==> config.mk <==
export PLATFORM = sky130hd
export DESIGN_NAME = cbd_sched
export DESIGN_NICKNAME = d
export VERILOG_FILES = /design/src/rtl/cbd_pkg.sv /design/src/rtl/cbd_word_ctr.sv /design/src/rtl/cbd_sched.sv
export SDC_FILE = /design/constraint.sdc
export NUM_CORES = 1
export LEC_CHECK = 0
export ABC_AREA = 1
export BUFFER_PORTS_ARGS = -buffer_cell sky130_fd_sc_hd__buf_4
export CORE_UTILIZATION = 44
export CTS_BUF_LIST = sky130_fd_sc_hd__clkbuf_4 sky130_fd_sc_hd__clkbuf_8 sky130_fd_sc_hd__clkbuf_16
export DETAILED_ROUTE_END_ITERATION = 8
export PLACE_DENSITY = 0.75
export SLEW_MARGIN = 20
export SYNTH_ARGS = -nofsm -noshare
export SYNTH_HDL_FRONTEND = slang
export SYNTH_HIERARCHICAL = 1
export SYNTH_SLANG_ARGS = --single-unit
==> constraint.sdc <==
create_clock -name clk -period 1.7 [get_ports clk]
set_clock_uncertainty 0.15 [all_clocks]
set_input_delay 0.085 -clock clk [delete_from_list [all_inputs] [get_ports clk]]
set_output_delay 0.085 -clock clk [all_outputs]
set_load 0.01 [all_outputs]
==> src/rtl/cbd_pkg.sv <==
// Shared types and sizing for the CBD sampling scheduler.
package cbd_pkg;

  localparam int CBD_MAX_POLYS      = 4;
  localparam int CBD_WORDS_PER_POLY = 64;
  localparam int CBD_WORD_W         = 48;
  localparam int CBD_ADDR_W         = 8;
  localparam int CBD_CNT_W          = 6;
  localparam int CBD_POLY_W         = 2;

  typedef enum logic [2:0] {
    ST_IDLE,
    ST_REQ,
    ST_RUN,
    ST_FLUSH,
    ST_DONE
  } cbd_state_e;

  // A job must contain at least one polynomial and no more than the buffer holds.
  function automatic logic k_legal(input logic [2:0] k, input int max_polys);
    return (k != 3'd0) && (int'(k) <= max_polys);
  endfunction

endpackage

==> src/rtl/cbd_word_ctr.sv <==
// Per-polynomial sampler word counter with synchronous clear and terminal-count flag.
module cbd_word_ctr #(
  parameter int WIDTH    = 6,
  parameter int TERMINAL = 63
) (
  input  logic             clk,
  input  logic             reset,
  input  logic             en,
  input  logic             clr,
  output logic [WIDTH-1:0] count,
  output logic             tc
);

  always_ff @(posedge clk or negedge reset) begin
    if (!reset) begin
      count <= '0;
    end else if (clr) begin
      count <= '0;
    end else if (en) begin
      count <= count + 1'b1;
    end
  end

  assign tc = (count == WIDTH'(TERMINAL));

endmodule

==> src/rtl/cbd_sched.sv <==
// Sequences PRF requests and CBD sampler words for a multi-polynomial job into the write buffer.
module cbd_sched
  import cbd_pkg::*;
#(
  parameter int MAX_POLYS      = CBD_MAX_POLYS,
  parameter int WORDS_PER_POLY = CBD_WORDS_PER_POLY
) (
  input  logic                  clk,
  input  logic                  reset,
  input  logic                  start,
  input  logic                  eta_sel,
  input  logic [2:0]            k_cfg,
  input  logic [7:0]            nonce_base,
  input  logic                  abort,
  output logic                  prf_req,
  output logic [7:0]            prf_nonce,
  input  logic                  prf_ack,
  output logic                  smp_reset,
  output logic                  smp_n,
  input  logic                  smp_done,
  input  logic [CBD_WORD_W-1:0] smp_out,
  output logic                  wb_we,
  output logic [CBD_ADDR_W-1:0] wb_addr,
  output logic [CBD_WORD_W-1:0] wb_data,
  output logic                  busy,
  output logic                  done,
  output logic                  err
);

  cbd_state_e            state, next_state;
  logic                  eta_q;
  logic [2:0]            k_q;
  logic [CBD_POLY_W-1:0] poly_idx;
  logic [CBD_CNT_W-1:0]  word_cnt;
  logic                  word_tc;
  logic                  in_idle, start_ok, start_bad, word_wr, last_poly, kill;
  logic                  prf_req_d, smp_reset_d, busy_d, done_d;

  assign in_idle   = (state == ST_IDLE);
  assign start_ok  = in_idle && start && !abort && k_legal(k_cfg, MAX_POLYS);
  assign start_bad = in_idle && start && !abort && !k_legal(k_cfg, MAX_POLYS);
  assign kill      = abort && !in_idle;
  assign word_wr   = (state == ST_RUN) && smp_done && !abort;
  assign last_poly = ({1'b0, poly_idx} == (k_q - 3'd1));
  assign smp_n     = eta_q;

  cbd_word_ctr #(
    .WIDTH    (CBD_CNT_W),
    .TERMINAL (WORDS_PER_POLY - 1)
  ) u_word_ctr (
    .clk   (clk),
    .reset (reset),
    .en    (word_wr),
    .clr   (start_ok || kill),
    .count (word_cnt),
    .tc    (word_tc)
  );

  always_ff @(posedge clk or negedge reset) begin
    if (!reset) begin
      state <= ST_IDLE;
    end else begin
      state <= next_state;
    end
  end

  // Abort overrides every transition out of a busy state, including a pending ack or last word.
  always_comb begin
    next_state = state;
    if (kill) begin
      next_state = ST_IDLE;
    end else begin
      case (state)
        ST_IDLE:  if (start_ok) next_state = ST_REQ;
        ST_REQ:   if (prf_ack) next_state = ST_RUN;
        ST_RUN:   if (word_wr && word_tc) next_state = last_poly ? ST_DONE : ST_FLUSH;
        ST_FLUSH: next_state = ST_REQ;
        ST_DONE:  next_state = ST_IDLE;
        default:  next_state = ST_IDLE;
      endcase
    end
  end

  always_comb begin
    prf_req_d   = (next_state == ST_REQ);
    smp_reset_d = (next_state != ST_RUN);
    busy_d      = (next_state == ST_REQ) || (next_state == ST_RUN) || (next_state == ST_FLUSH);
    done_d      = (next_state == ST_DONE);
  end

  always_ff @(posedge clk or negedge reset) begin
    if (!reset) begin
      eta_q    <= 1'b0;
      k_q      <= 3'd0;
      poly_idx <= '0;
    end else if (start_ok) begin
      eta_q    <= eta_sel;
      k_q      <= k_cfg;
      poly_idx <= '0;
    end else if ((state == ST_FLUSH) && !abort) begin
      poly_idx <= poly_idx + 1'b1;
    end
  end

  // Nonce tracks nonce_base + poly_idx incrementally; 8-bit arithmetic gives the mod-256 wrap.
  always_ff @(posedge clk or negedge reset) begin
    if (!reset) begin
      prf_req   <= 1'b0;
      prf_nonce <= 8'd0;
      smp_reset <= 1'b1;
      busy      <= 1'b0;
      done      <= 1'b0;
      err       <= 1'b0;
      wb_we     <= 1'b0;
      wb_addr   <= '0;
      wb_data   <= '0;
    end else begin
      prf_req   <= prf_req_d;
      smp_reset <= smp_reset_d;
      busy      <= busy_d;
      done      <= done_d;
      err       <= start_bad;
      wb_we     <= word_wr;
      if (start_ok) begin
        prf_nonce <= nonce_base;
      end else if ((state == ST_FLUSH) && !abort) begin
        prf_nonce <= prf_nonce + 8'd1;
      end
      if (word_wr) begin
        wb_addr <= {poly_idx, word_cnt};
        wb_data <= smp_out;
      end
    end
  end

endmodule

==> summary.txt, run 1 <==
Outcome
  • Status: complete, but fails checks
  • Failing checks: setup timing

Finish
  • Non-Filler Instances: 770
  • Commonest non-fill, non-tap cell in the layout: nand2_1
  • Most frequent cells in the layout: nand2_1, buf_4, dfrtp_1
  • Inserted Diodes: 0
  • Area growth from synthesis to layout: 61.5%
  • FILL cells: 555
  • Final #Nets: 732
  • Layout cell share with drive strength beyond 1: 30.8%

Place
  • Post-place setup slack: -41.8 ps
  • Placed Cells: 684
  • IO buf count: 136
  • Routability cong.: 0.859
  • Hpwl dp: 6400 um

Pwr
  • PwrDens: 1390 nW/um^2
  • Int Pwr: 5.24 mW
  • Total net switching power: 3.01 mW
  • Clock network fraction of total power: 17.9%
  • Share of power burned in registers: 40.1%
  • Combinational fraction of design power: 42.0%
  • VDD IR max: 697 uV
  • Sw Share: 36.5%
  • Pleak: 3.25 nW
  • Total power: 8.25 mW

GRT
  • Vias in the first global route: 3486
  • Initial antenna violation count: 0
  • GR Overflow Total: 0
  • Gr usage total: 23.6%
  • Largest net degree at the start of global routing: 40
  • First-pass GRT wire length: 16000 um

Route
  • Drt pass-1 iters: 4
  • Via count: 3619
  • Drt drc: 0
  • Antenna-violating nets left: 0
  • Routed vias/inst: 4.70
  • Post-Route WL: 10000 um
  • WL/cell: 13.0 um
  • Iter 0 DRT Violations: 133

Worst setup path
  • Path depth of the worst reg2reg path: 10
  • CP max FO: 3
  • WP data required: 1800 ps
  • Reg2reg setup slack: -30 ps
  • Reg2reg start: u_word_ctr/count[1]$_DFFE_PN0P_
  • Crit path arrival time: 1830 ps
  • Worst R2R End: busy$_DFF_PN0_
  • Crit end category: flip-flop
  • Critical path class: flip-flop to flip-flop
  • Startpoint types: flip-flop

Yosys
  • Prevailing post-synth register cell: dfrtp_1
  • Mapped Nets: 507
  • Mapped Area: 3670 um^2
  • FF+latch count, synth: 85
  • Post-synth cell types: 29
  • Yosys top cell area share: 57.3%
  • Synthesis Warnings: 6
  • Fraction of registers with async set/reset: 100%
  • Synth top area cells: dfrtp_1, nand2_1, inv_1, nand3_1, o21ai_0
  • Number of flops mapped to enable cells by yosys: 0
  • Seq/Total Area, Yosys: 58.0%
  • Dominant cell type by area after synthesis: dfrtp_1
  • Syn_area_per_cell: 8.38 um^2
  • Post-Syn Instances: 438

Timing
  • Rel. slew slack: 72.3%
  • Crit share post-route: 102%
  • RSZ-0062 raised after global routing: yes
  • Actual slew at the worst max-slew pin: 414 ps
  • Final WS setup: -27.2 ps
  • Setup violators final: 2
  • Fmax achieved: 0.579 GHz
  • Final Hold Vio Count: 0
  • Final Max Slew Viols: 0
  • WHS: 38.1 ps
  • Min Tclk post-route: 1730 ps

Clocking
  • Clock slew at reported path FFs: 90 ps
  • CTS buffer count: 9
  • H-tree depth: 3
  • CTS root buf: clkbuf_8
  • Clock Path Buffers: 2
  • Clk Latency, worst-skew pair: 350 ps
  • CTS sink count: 85
  • CTS tree: done

Die
  • Ports: 137
  • Die Width: 93.3 um
  • Die Y-Extent: 93.3 um
  • Placeable core area: 7890 um^2
  • Starting density of the core: 46.5%
  • Num rows: 32
  • DIE AREA: 8710 um^2

Run
  • Number of max-cap violations: 0

Hold path
  • Worst min path class: input port to async pin
==> flip-flops by register name (all words and copies together) (netlist names), 2 cells and up <==
signal,count
wb_data,48
u_word_ctr/count,6
prf_nonce,8
state,3
wb_addr,8
k_q,3
poly_idx,2
==> cells by family (layout without fill, tap and decap cells) <==
group,after synthesis,count (layout),share of synthesized area (%)
AO/OA/AOI/OAI,23,23,3.41
AND/OR/NAND/NOR,279,279,31.0
buffers and inverters,46,276,6.14
flip-flops,85,85,58.0
adder cells (fa/ha/maj),3,3,1.02
XOR/XNOR,2,2,0.477
==> layer usage <==
| metal | up-vias | GRT usage (%) | wire, um |
|---|---|---|---|
| met1 | 1688 | 30.1 | 4340 |
| li1 | 1791 | - | - |
| met5 | - | 0 | 0 |
| met3 | 15 | 3.82 | 597 |
| met2 | 125 | 40.7 | 4920 |
| met4 | 0 | 8.33 | 182 |
==> worst max path at each step <==
stage,startpoint,to,slack [ps]
final,u_word_ctr/count[1]$_DFFE_PN0P_,busy$_DFF_PN0_,-30
after global routing,u_word_ctr/count[1]$_DFFE_PN0P_,busy$_DFF_PN0_,-160
after CTS,state[1]$_DFF_PN0_,u_word_ctr/count[4]$_DFFE_PN0P_,2
after detailed placement,u_word_ctr/count[0]$_DFFE_PN0P_,busy$_DFF_PN0_,-40
after global placement,u_word_ctr/count[0]$_DFFE_PN0P_,busy$_DFF_PN0_,70
after floorplan,state[1]$_DFF_PN0_,u_word_ctr/count[5]$_DFFE_PN0P_,50
==> synth_stat cells (3+ instances only) <==
cell type / count
nand4_1: 4
nand2_1: 227
dfrtp_1: 84
buf_6: 3
nor2_1: 17
inv_2: 3
nor2_2: 4
ha_1: 3
buf_2: 3
buf_4: 7
nand3_1: 15
inv_1: 30
o21ai_0: 14
a21oi_1: 4
nor3_1: 3
==> worst max-delay path: stages, from the launching register on <==
cell     delay (ps)
dfrtp_1         420
ha_4            170
nand2_4          60
nor3_4          190
inv_2            60
nor3_4          230
nand2_2          90
nand2_2          80
nand2_2          60
nand2_2          70
nand2_1          40
==> power by group through the flow <==
stage	sequential (mW)	combinational, mW	clock, mW
5_1_grt	3.41	3.84	1.58
2_1_floorplan	3.61	1.20	0
3_3_place_gp	3.29	3.11	0
3_5_place_dp	3.32	3.20	0
6_report	3.31	3.47	1.48
4_1_cts	3.28	3.33	1.51
==> metrics by stage <==
step           setup TNS, ps  area (um^2)  util, %
2_1_floorplan              0         3670        -
3_3_place_gp               0         4930     62.5
3_5_place_dp           -65.6         4930     62.5
4_1_cts                    0         5790     73.5
5_1_grt                -2560         5930     75.1
6_report               -45.1         5930     75.1
==> what timing repair did <==
action,CTS,global route
endpoints found under the hold margin,150,0
pin swaps,1,8
hold buffers,65,0
buffers inserted,0,5
resized for setup,1,23
endpoints found under the setup margin,5,69
==> area by class of cell <==
| class | count | area [um^2] | share of cell area [%] |
|---|---|---|---|
| Tap cell | 102 | 128 | 2.15 |
| Clock inverter | 6 | 71.3 | 1.20 |
| Timing Repair Buffer | 227 | 1930 | 32.6 |
| Multi-Input combinational cell | 307 | 1410 | 23.7 |
| Clock buffer | 10 | 138 | 2.32 |
| Sequential cell | 85 | 2130 | 35.9 |
| Inverter | 33 | 124 | 2.09 |
Note: power is estimated with default switching activity, not from simulation.
==> run 2: changes to the inputs <==
--- a/config.mk
+++ b/config.mk
@@ -6,11 +6,11 @@
 export NUM_CORES = 1
 export LEC_CHECK = 0
 export ABC_AREA = 1
-export BUFFER_PORTS_ARGS = -buffer_cell sky130_fd_sc_hd__buf_4
-export CORE_UTILIZATION = 44
+export CORE_UTILIZATION = 51
 export CTS_BUF_LIST = sky130_fd_sc_hd__clkbuf_4 sky130_fd_sc_hd__clkbuf_8 sky130_fd_sc_hd__clkbuf_16
 export DETAILED_ROUTE_END_ITERATION = 8
-export PLACE_DENSITY = 0.75
+export DONT_BUFFER_PORTS = 1
+export PLACE_DENSITY = 0.69
 export SLEW_MARGIN = 20
 export SYNTH_ARGS = -nofsm -noshare
 export SYNTH_HDL_FRONTEND = slang
==> summary.txt, run 2 (synthesis results as in run 1) <==
Pwr
  • PwrDens: 1460 nW/um^2 (+5.0%)
  • Total power: 7.03 mW (-15%)
  • Pleak: 2.51 nW (-23%)
  • Sw Share: 38.4% (+1.9 points)
  • VDD IR max: 875 uV (+25%)
  • Share of power burned in registers: 53.3% (+13 points)
  • Total net switching power: 2.70 mW (-10%)
  • Clock network fraction of total power: 20.4% (+2.5 points)
  • Int Pwr: 4.33 mW (-17%)
  • Combinational fraction of design power: 26.3% (-16 points)

Timing
  • WHS: -722 ps (-761 ps)
  • RSZ-0062 raised after global routing: yes
  • Actual slew at the worst max-slew pin: 299 ps (-115 ps)
  • Final Max Slew Viols: 0 (unchanged)
  • Fmax achieved: 0.599 GHz (+3.5%)
  • Setup violators final: 0 (-2)
  • Final Hold Vio Count: 85 (+85)
  • Min Tclk post-route: 1670 ps (-59.1 ps)
  • Rel. slew slack: 80.0% (+7.7 points)
  • Crit share post-route: 98.1% (-3.5 points)

Route
  • Antenna-violating nets left: 0 (unchanged)
  • Drt pass-1 iters: 4 (unchanged)
  • WL/cell: 13.6 um (+4.5%)
  • Iter 0 DRT Violations: 196 (+47%)
  • Routed vias/inst: 4.95 (+5.3%)
  • Drt drc: 0 (unchanged)
  • Post-Route WL: 8470 um (-16%)
  • Via count: 3078 (-15%)

Clocking
  • Clk Latency, worst-skew pair: 340 ps (about the same)
  • H-tree depth: 3 (unchanged)
  • CTS sink count: 85 (unchanged)
  • Hold Buf Count CTS: 65 (unchanged)
  • CTS buffer count: 9 (unchanged)
  • CTS root buf: clkbuf_8
  • Clock slew at reported path FFs: 80 ps (about the same)
  • CTS tree: done
  • Clock Path Buffers: 2 (unchanged)

Worst setup path
  • Reg2reg start: state[1]$_DFF_PN0_
  • Slowest cell on the critical path: dfrtp_1
  • CP Cell Sequence: nor2_2, buf_4, nand4_1, nor2_4, buf_4, nand2_1, o21ai_0, nor2_1
  • Reg2reg setup slack: 30 ps (+60 ps)
  • Critical path class: flip-flop to flip-flop
  • Worst R2R End: prf_nonce[7]$_DFFE_PN0P_
  • Path depth of the worst reg2reg path: 8 (-2)
  • Cell family with most CP delay: simple AND/OR/NAND/NOR gates
  • Crit end category: flip-flop
  • Crit path largest cell delay: 430 ps (about the same)
  • Crit path arrival time: 1750 ps (-80 ps)
  • Startpoint types: flip-flop
  • WP data required: 1780 ps (-20 ps)
  • CP max FO: 7 (+4)
  • Most frequent CP cell: buf_4
  • CP Buf/Inv Count: 2 (+1)

Die
  • Placeable core area: 6870 um^2 (-13%)
  • DIE AREA: 7540 um^2 (-13%)
  • Starting density of the core: 53.4% (+6.9 points)
  • Die Width: 86.8 um (-7.0%)
  • Num rows: 30 (-6.3%)
  • Ports: 137 (unchanged)
  • Die Y-Extent: 86.8 um (-7.0%)

Place
  • Placed Cells: 536 (-22%)
  • Hpwl dp: 4980 um (-22%)
  • Routability cong.: 0.822 (-4.2%)
  • IO buf count: 0 (-100%)

Finish
  • Register with the most flip-flops: wb_data
  • Max FFs per register: 48 (unchanged)
  • Area growth from synthesis to layout: 30.9%
  • Final Util: 69.9% (-5.2 points)
  • Layout cell share with drive strength beyond 1: 13.1% (-18 points)
  • Non-Filler Instances: 622 (-19%)
  • Inserted Diodes: 0 (unchanged)
  • Top flop regs: wb_data x48, prf_nonce x8, wb_addr x8
  • Commonest non-fill, non-tap cell in the layout: nand2_1
  • Most frequent cells in the layout: nand2_1, dfrtp_1, dlygate4sd3_1
  • Final #Nets: 590 (-19%)

GRT
  • Gr usage total: 23.0% (-0.62 points)
  • Largest net degree at the start of global routing: 86 (+110%)
  • Initial antenna violation count: 0 (unchanged)
  • First-pass GRT wire length: 13400 um (-17%)
  • GR Overflow Total: 0 (unchanged)
  • Vias in the first global route: 3011 (-14%)

Hold path
  • Worst min path class: input port to async pin

Outcome
  • Status: complete, but fails checks
  • Failing checks: hold timing

Run
  • Number of max-cap violations: 0 (unchanged)
run 2: changes by cell type in the layout (fill, tap and decap cells not counted), moves of 2 or more:
| cell | delta |
|---|---|
| buf_12 | -4 |
| nor2_2 | +5 |
| inv_1 | -2 |
| buf_4 | -140 |
| nor2_1 | -3 |
run 2: timing repair:
item / 4_1_cts / 5_1_grt
buffers inserted: 0 / 4
setup endpoints to repair: 2 / 18
hold endpoints to repair: 158 / 85
gates cloned: 0 / 1
resized for setup: 0 / 28
pin swaps: 1 / 12
run 2: power by group through the flow:
| stage | registers (mW) | clock network (mW) | logic [mW] |
|---|---|---|---|
| floorplan | 3.61 | 0 | 1.20 |
| global placement | 3.74 | 0 | 1.46 |
| detailed placement | 3.75 | 0 | 1.53 |
| CTS | 3.72 | 1.50 | 1.66 |
| global route | 3.84 | 1.57 | 2.15 |
| finish | 3.74 | 1.43 | 1.85 |
run 2: worst register-to-register path: cells and delay by family (launching register included):
family	cells	cell delay, ps
AO/OA/AOI/OAI	1	70
buffers and inverters	2	290
flip-flops	1	430
AND/OR/NAND/NOR	5	630
run 2: layer usage:
metal	wire, um	vias up	track usage (%)
met2	4290	102	39.5
met3	498	15	5.33
li1	-	1515	-
met1	3540	1446	27.2
met5	0	-	0
met4	152	0	10.8
run 2: stage by stage:
step / worst slack (ps) / setup TNS [ps] / area [um^2] / hold slack, ps
global route: -67.6 / -525 / 4800 / -755
CTS: 35.0 / 0 / 4670 / -748
finish: 31.9 / 0 / 4800 / -722
detailed placement: -15.6 / -17.2 / 3820 / -359
floorplan: 53.6 / 0 / 3670 / -361
global placement: 56.0 / 0 / 3820 / -359
run 2: worst max-delay path by stage:
stage | startpoint | endpoint | slack (ps) | depth (start not counted)
finish | state[1]$_DFF_PN0_ | prf_nonce[7]$_DFFE_PN0P_ | 30 | 8
global route | state[1]$_DFF_PN0_ | prf_nonce[2]$_DFFE_PN0P_ | -70 | 8
CTS | u_word_ctr/count[0]$_DFFE_PN0P_ | busy$_DFF_PN0_ | 30 | 10
detailed placement | u_word_ctr/count[0]$_DFFE_PN0P_ | busy$_DFF_PN0_ | -20 | 10
global placement | u_word_ctr/count[0]$_DFFE_PN0P_ | busy$_DFF_PN0_ | 60 | 10
floorplan | state[1]$_DFF_PN0_ | u_word_ctr/count[5]$_DFFE_PN0P_ | 50 | 11
run 2: final cells by class:
type / count / area [um^2]
Fill cell: 528 / 2060
Multi-Input combinational cell: 308 / 1410
Timing Repair Buffer: 84 / 816
Clock buffer: 11 / 145
Sequential cell: 85 / 2130
Inverter: 33 / 126
Tap cell: 96 / 120
Clock inverter: 5 / 60.1
==> run 3: changes to the inputs <==
--- a/config.mk
+++ b/config.mk
@@ -14,5 +14,4 @@
 export SLEW_MARGIN = 20
 export SYNTH_ARGS = -nofsm -noshare
 export SYNTH_HDL_FRONTEND = slang
-export SYNTH_HIERARCHICAL = 1
 export SYNTH_SLANG_ARGS = --single-unit
==> summary.txt, run 3 <==
Yosys
  • Fraction of registers with async set/reset: 100% (unchanged)
  • Mapped Area: 3690 um^2 (+0.68%)
  • Top-count cell post-synth: nand2_1
  • Yosys top cell area share: 56.9% (-0.39 points)
  • Dominant cell type by area after synthesis: dfrtp_1
  • Number of flops mapped to enable cells by yosys: 0 (unchanged)
  • Post-synth cell types: 30 (+3.4%)
  • Mapped Nets: 508 (+0.20%)
  • Post-Syn Instances: 439 (+0.23%)
  • FF+latch count, synth: 85 (unchanged)
  • Synth top area cells: dfrtp_1, nand2_1, inv_1, o21ai_0, nand3_1
  • Prevailing post-synth register cell: dfrtp_1
  • Synthesis Warnings: 0 (-6)
  • Seq/Total Area, Yosys: 57.6% (-0.39 points)
  • Syn_area_per_cell: 8.42 um^2 (+0.45%)
  • Top cells by count, synth: nand2_1, dfrtp_1, inv_1

Die
  • Num rows: 30 (unchanged)
  • Die Width: 87.1 um (+0.33%)
  • Starting density of the core: 53.5% (+0.072 points)
  • Die Y-Extent: 87.1 um (+0.33%)
  • Ports: 137 (unchanged)
  • Placeable core area: 6910 um^2 (+0.55%)
  • DIE AREA: 7590 um^2 (+0.67%)

GRT
  • First-pass GRT wire length: 13300 um (-0.16%)
  • Vias in the first global route: 2917 (-3.1%)
  • Initial antenna violation count: 0 (unchanged)
  • Largest net degree at the start of global routing: 86 (unchanged)
  • Gr usage total: 23.1% (+0.072 points)
  • GR Overflow Total: 0 (unchanged)

Finish
  • Area growth from synthesis to layout: 29.8%
  • Layout cell share with drive strength beyond 1: 12.2% (-0.93 points)
  • Inserted Diodes: 0 (unchanged)
  • Final #Nets: 589 (-0.17%)
  • FILL cells: 561 (+6.3%)
  • Register with the most flip-flops: wb_data
  • Most frequent cells in the layout: nand2_1, dfrtp_1, dlygate4sd3_1
  • Top flop regs: wb_data x48, prf_nonce x8, wb_addr x8
  • Non-Filler Instances: 621 (-0.16%)
  • Max FFs per register: 48 (unchanged)
  • Final Util: 69.4% (-0.53 points)
  • Commonest non-fill, non-tap cell in the layout: nand2_1

Pwr
  • Sw Share: 39.0% (+0.57 points)
  • Int Pwr: 4.40 mW (+1.7%)
  • Pleak: 2.51 nW (about the same)
  • Combinational fraction of design power: 27.3% (+1.0 points)
  • Share of power burned in registers: 53.7% (+0.4 points)
  • Total net switching power: 2.81 mW (+4.1%)
  • VDD IR max: 1010 uV (+15%)
  • PwrDens: 1500 nW/um^2 (+2.8%)
  • Clock network fraction of total power: 19.1% (-1.3 points)

Clocking
  • Hold Buf Count CTS: 65 (unchanged)
  • CTS sink count: 85 (unchanged)
  • H-tree depth: 3 (unchanged)
  • CTS root buf: clkbuf_8
  • Clock slew at reported path FFs: 90 ps (about the same)
  • Clk Latency, worst-skew pair: 350 ps (about the same)
  • CTS buffer count: 9 (unchanged)
  • Clock Path Buffers: 2 (unchanged)
  • CTS tree: done

Worst setup path
  • Path depth of the worst reg2reg path: 8 (unchanged)
  • Setup crit start: state[2]$_DFF_PN0_
  • Startpoint types: flip-flop
  • Worst R2R End: u_word_ctr.count[3]$_DFFE_PN0P_
  • Cell family with most CP delay: flip-flops
  • CP Cell Sequence: buf_12, inv_1, nand3_1, nor2_4, dlymetal6s2s_1, nand2_1, o21ai_1, a21oi_1
  • Reg2reg start: state[2]$_DFF_PN0_
  • Slowest cell on the critical path: dfrtp_2
  • Critical path class: flip-flop to flip-flop
  • Reg2reg setup slack: 1 ps (-30 ps)
  • Crit path largest cell delay: 440 ps (about the same)
  • Crit end category: flip-flop
  • CP Buf/Inv Count: 3 (+1)
  • CP max FO: 4 (-3)
  • Crit path arrival time: 1780 ps (+30 ps)
  • WP data required: 1780 ps (about the same)

Route
  • Post-Route WL: 8860 um (+4.6%)
  • WL/cell: 14.3 um (+4.8%)
  • Via count: 3071 (-0.23%)
  • Routed vias/inst: 4.95 (about the same)
  • Antenna-violating nets left: 0 (unchanged)
  • Iter 0 DRT Violations: 144 (-27%)
  • Drt drc: 0 (unchanged)
  • Drt pass-1 iters: 4 (unchanged)

Timing
  • Final Hold Vio Count: 85 (unchanged)
  • Actual slew at the worst max-slew pin: 433 ps (+134 ps)
  • Final Max Slew Viols: 0 (unchanged)
  • WHS: -729 ps (-6.21 ps)
  • Rel. slew slack: 71.0% (-9.0 points)
  • Min Tclk post-route: 1700 ps (+30.7 ps)
  • Fmax achieved: 0.589 GHz (-1.8%)
  • Crit share post-route: 99.9% (+1.8 points)
  • Setup violators final: 0 (unchanged)
  • RSZ-0062 raised after global routing: yes

Outcome
  • Status: complete, but fails checks
  • Failing checks: hold timing

Place
  • Routability cong.: 0.791 (-3.8%)
  • IO buf count: 0 (unchanged)
  • Hpwl dp: 5380 um (+8.0%)
  • Placed Cells: 532 (-0.75%)

Run
  • Number of max-cap violations: 0 (unchanged)

Hold path
  • Worst min path class: input port to async pin
==> run 3: cell types whose count changed in the layout (fill, tap and decap cells not counted), moves of 2 or more <==
cell      before  now
inv_1         27   30
clkinv_2       1    4
nand2_2        7    5
nand3_1       15   11
nand4_1        4    2
nand2_4        2    0
buf_6          2    0
o21ai_1        2    4
buf_12         1    3
xor2_1         1    4
nor2_1        13   11
a21oi_1        4    8
==> run 3: kinds of logic (layout without fill, tap and decap cells) <==
family	count (synthesis)	in the layout	synth area share, %
simple gates	265	265	29.3
flops	85	85	57.6
buf+inv	50	136	5.96
compound gates	29	29	4.40
xor+xnor	6	6	1.42
fa+ha+maj	3	3	1.02
mux	1	1	0.305
==> run 3: cell type report <==
type                            count  area (um^2)  share of cell area (%)
Inverter                           36          135                    2.82
Timing Repair Buffer               84          836                    17.4
Clock inverter                      7         66.3                    1.38
Multi-Input combinational cell    304         1380                    28.9
Clock buffer                        9          124                    2.58
Tap cell                           96          120                    2.51
Sequential cell                    85         2130                    44.4
==> run 3: worst max path at each step <==
stage,endpoint,cells after the start
2_1_floorplan,busy$_DFF_PN0_,12
3_3_place_gp,prf_nonce[7]$_DFFE_PN0P_,7
3_5_place_dp,prf_nonce[7]$_DFFE_PN0P_,7
4_1_cts,err$_DFF_PN0_,6
5_1_grt,u_word_ctr.count[3]$_DFFE_PN0P_,8
6_report,u_word_ctr.count[3]$_DFFE_PN0P_,8
==> run 3: worst reg2reg max path: stages, from the launching register on <==
cell,delay (ps)
dfrtp_2,440
buf_12,130
inv_1,60
nand3_1,150
nor2_4,180
dlymetal6s2s_1,190
nand2_1,90
o21ai_1,120
a21oi_1,50
==> run 3: per-layer routing <==
layer | up-vias | track usage, % | wire [um]
met5 | - | 0 | 0
met4 | 0 | 9.24 | 179
met3 | 17 | 5.69 | 600
met2 | 114 | 40.8 | 4440
met1 | 1437 | 26.9 | 3640
li1 | 1503 | - | -
==> run 3: power groups by stage <==
stage | registers [mW] | clock network (mW) | logic, mW
floorplan | 3.70 | 0 | 1.31
global placement | 3.85 | 0 | 1.58
detailed placement | 3.88 | 0 | 1.65
CTS | 3.84 | 1.42 | 1.79
global route | 3.96 | 1.49 | 2.28
finish | 3.87 | 1.37 | 1.97
==> run 3: metrics by stage <==
step	hold slack (ps)	worst slack [ps]	TNS, ps	cell area, um^2	total power [mW]
2_1_floorplan	-361	188	0	3690	5.01
4_1_cts	-744	24.2	0	4670	7.05
3_3_place_gp	-359	83.2	0	3830	5.43
3_5_place_dp	-359	50.2	0	3830	5.53
5_1_grt	-751	-41.0	-316	4790	7.72
6_report	-729	1.20	0	4790	7.21
==> run 3: what timing repair did <==
action,in CTS,in global routing
hold endpoints to repair,162,85
resized for setup,0,13
endpoints found under the setup margin,0,41
buffers inserted,0,8
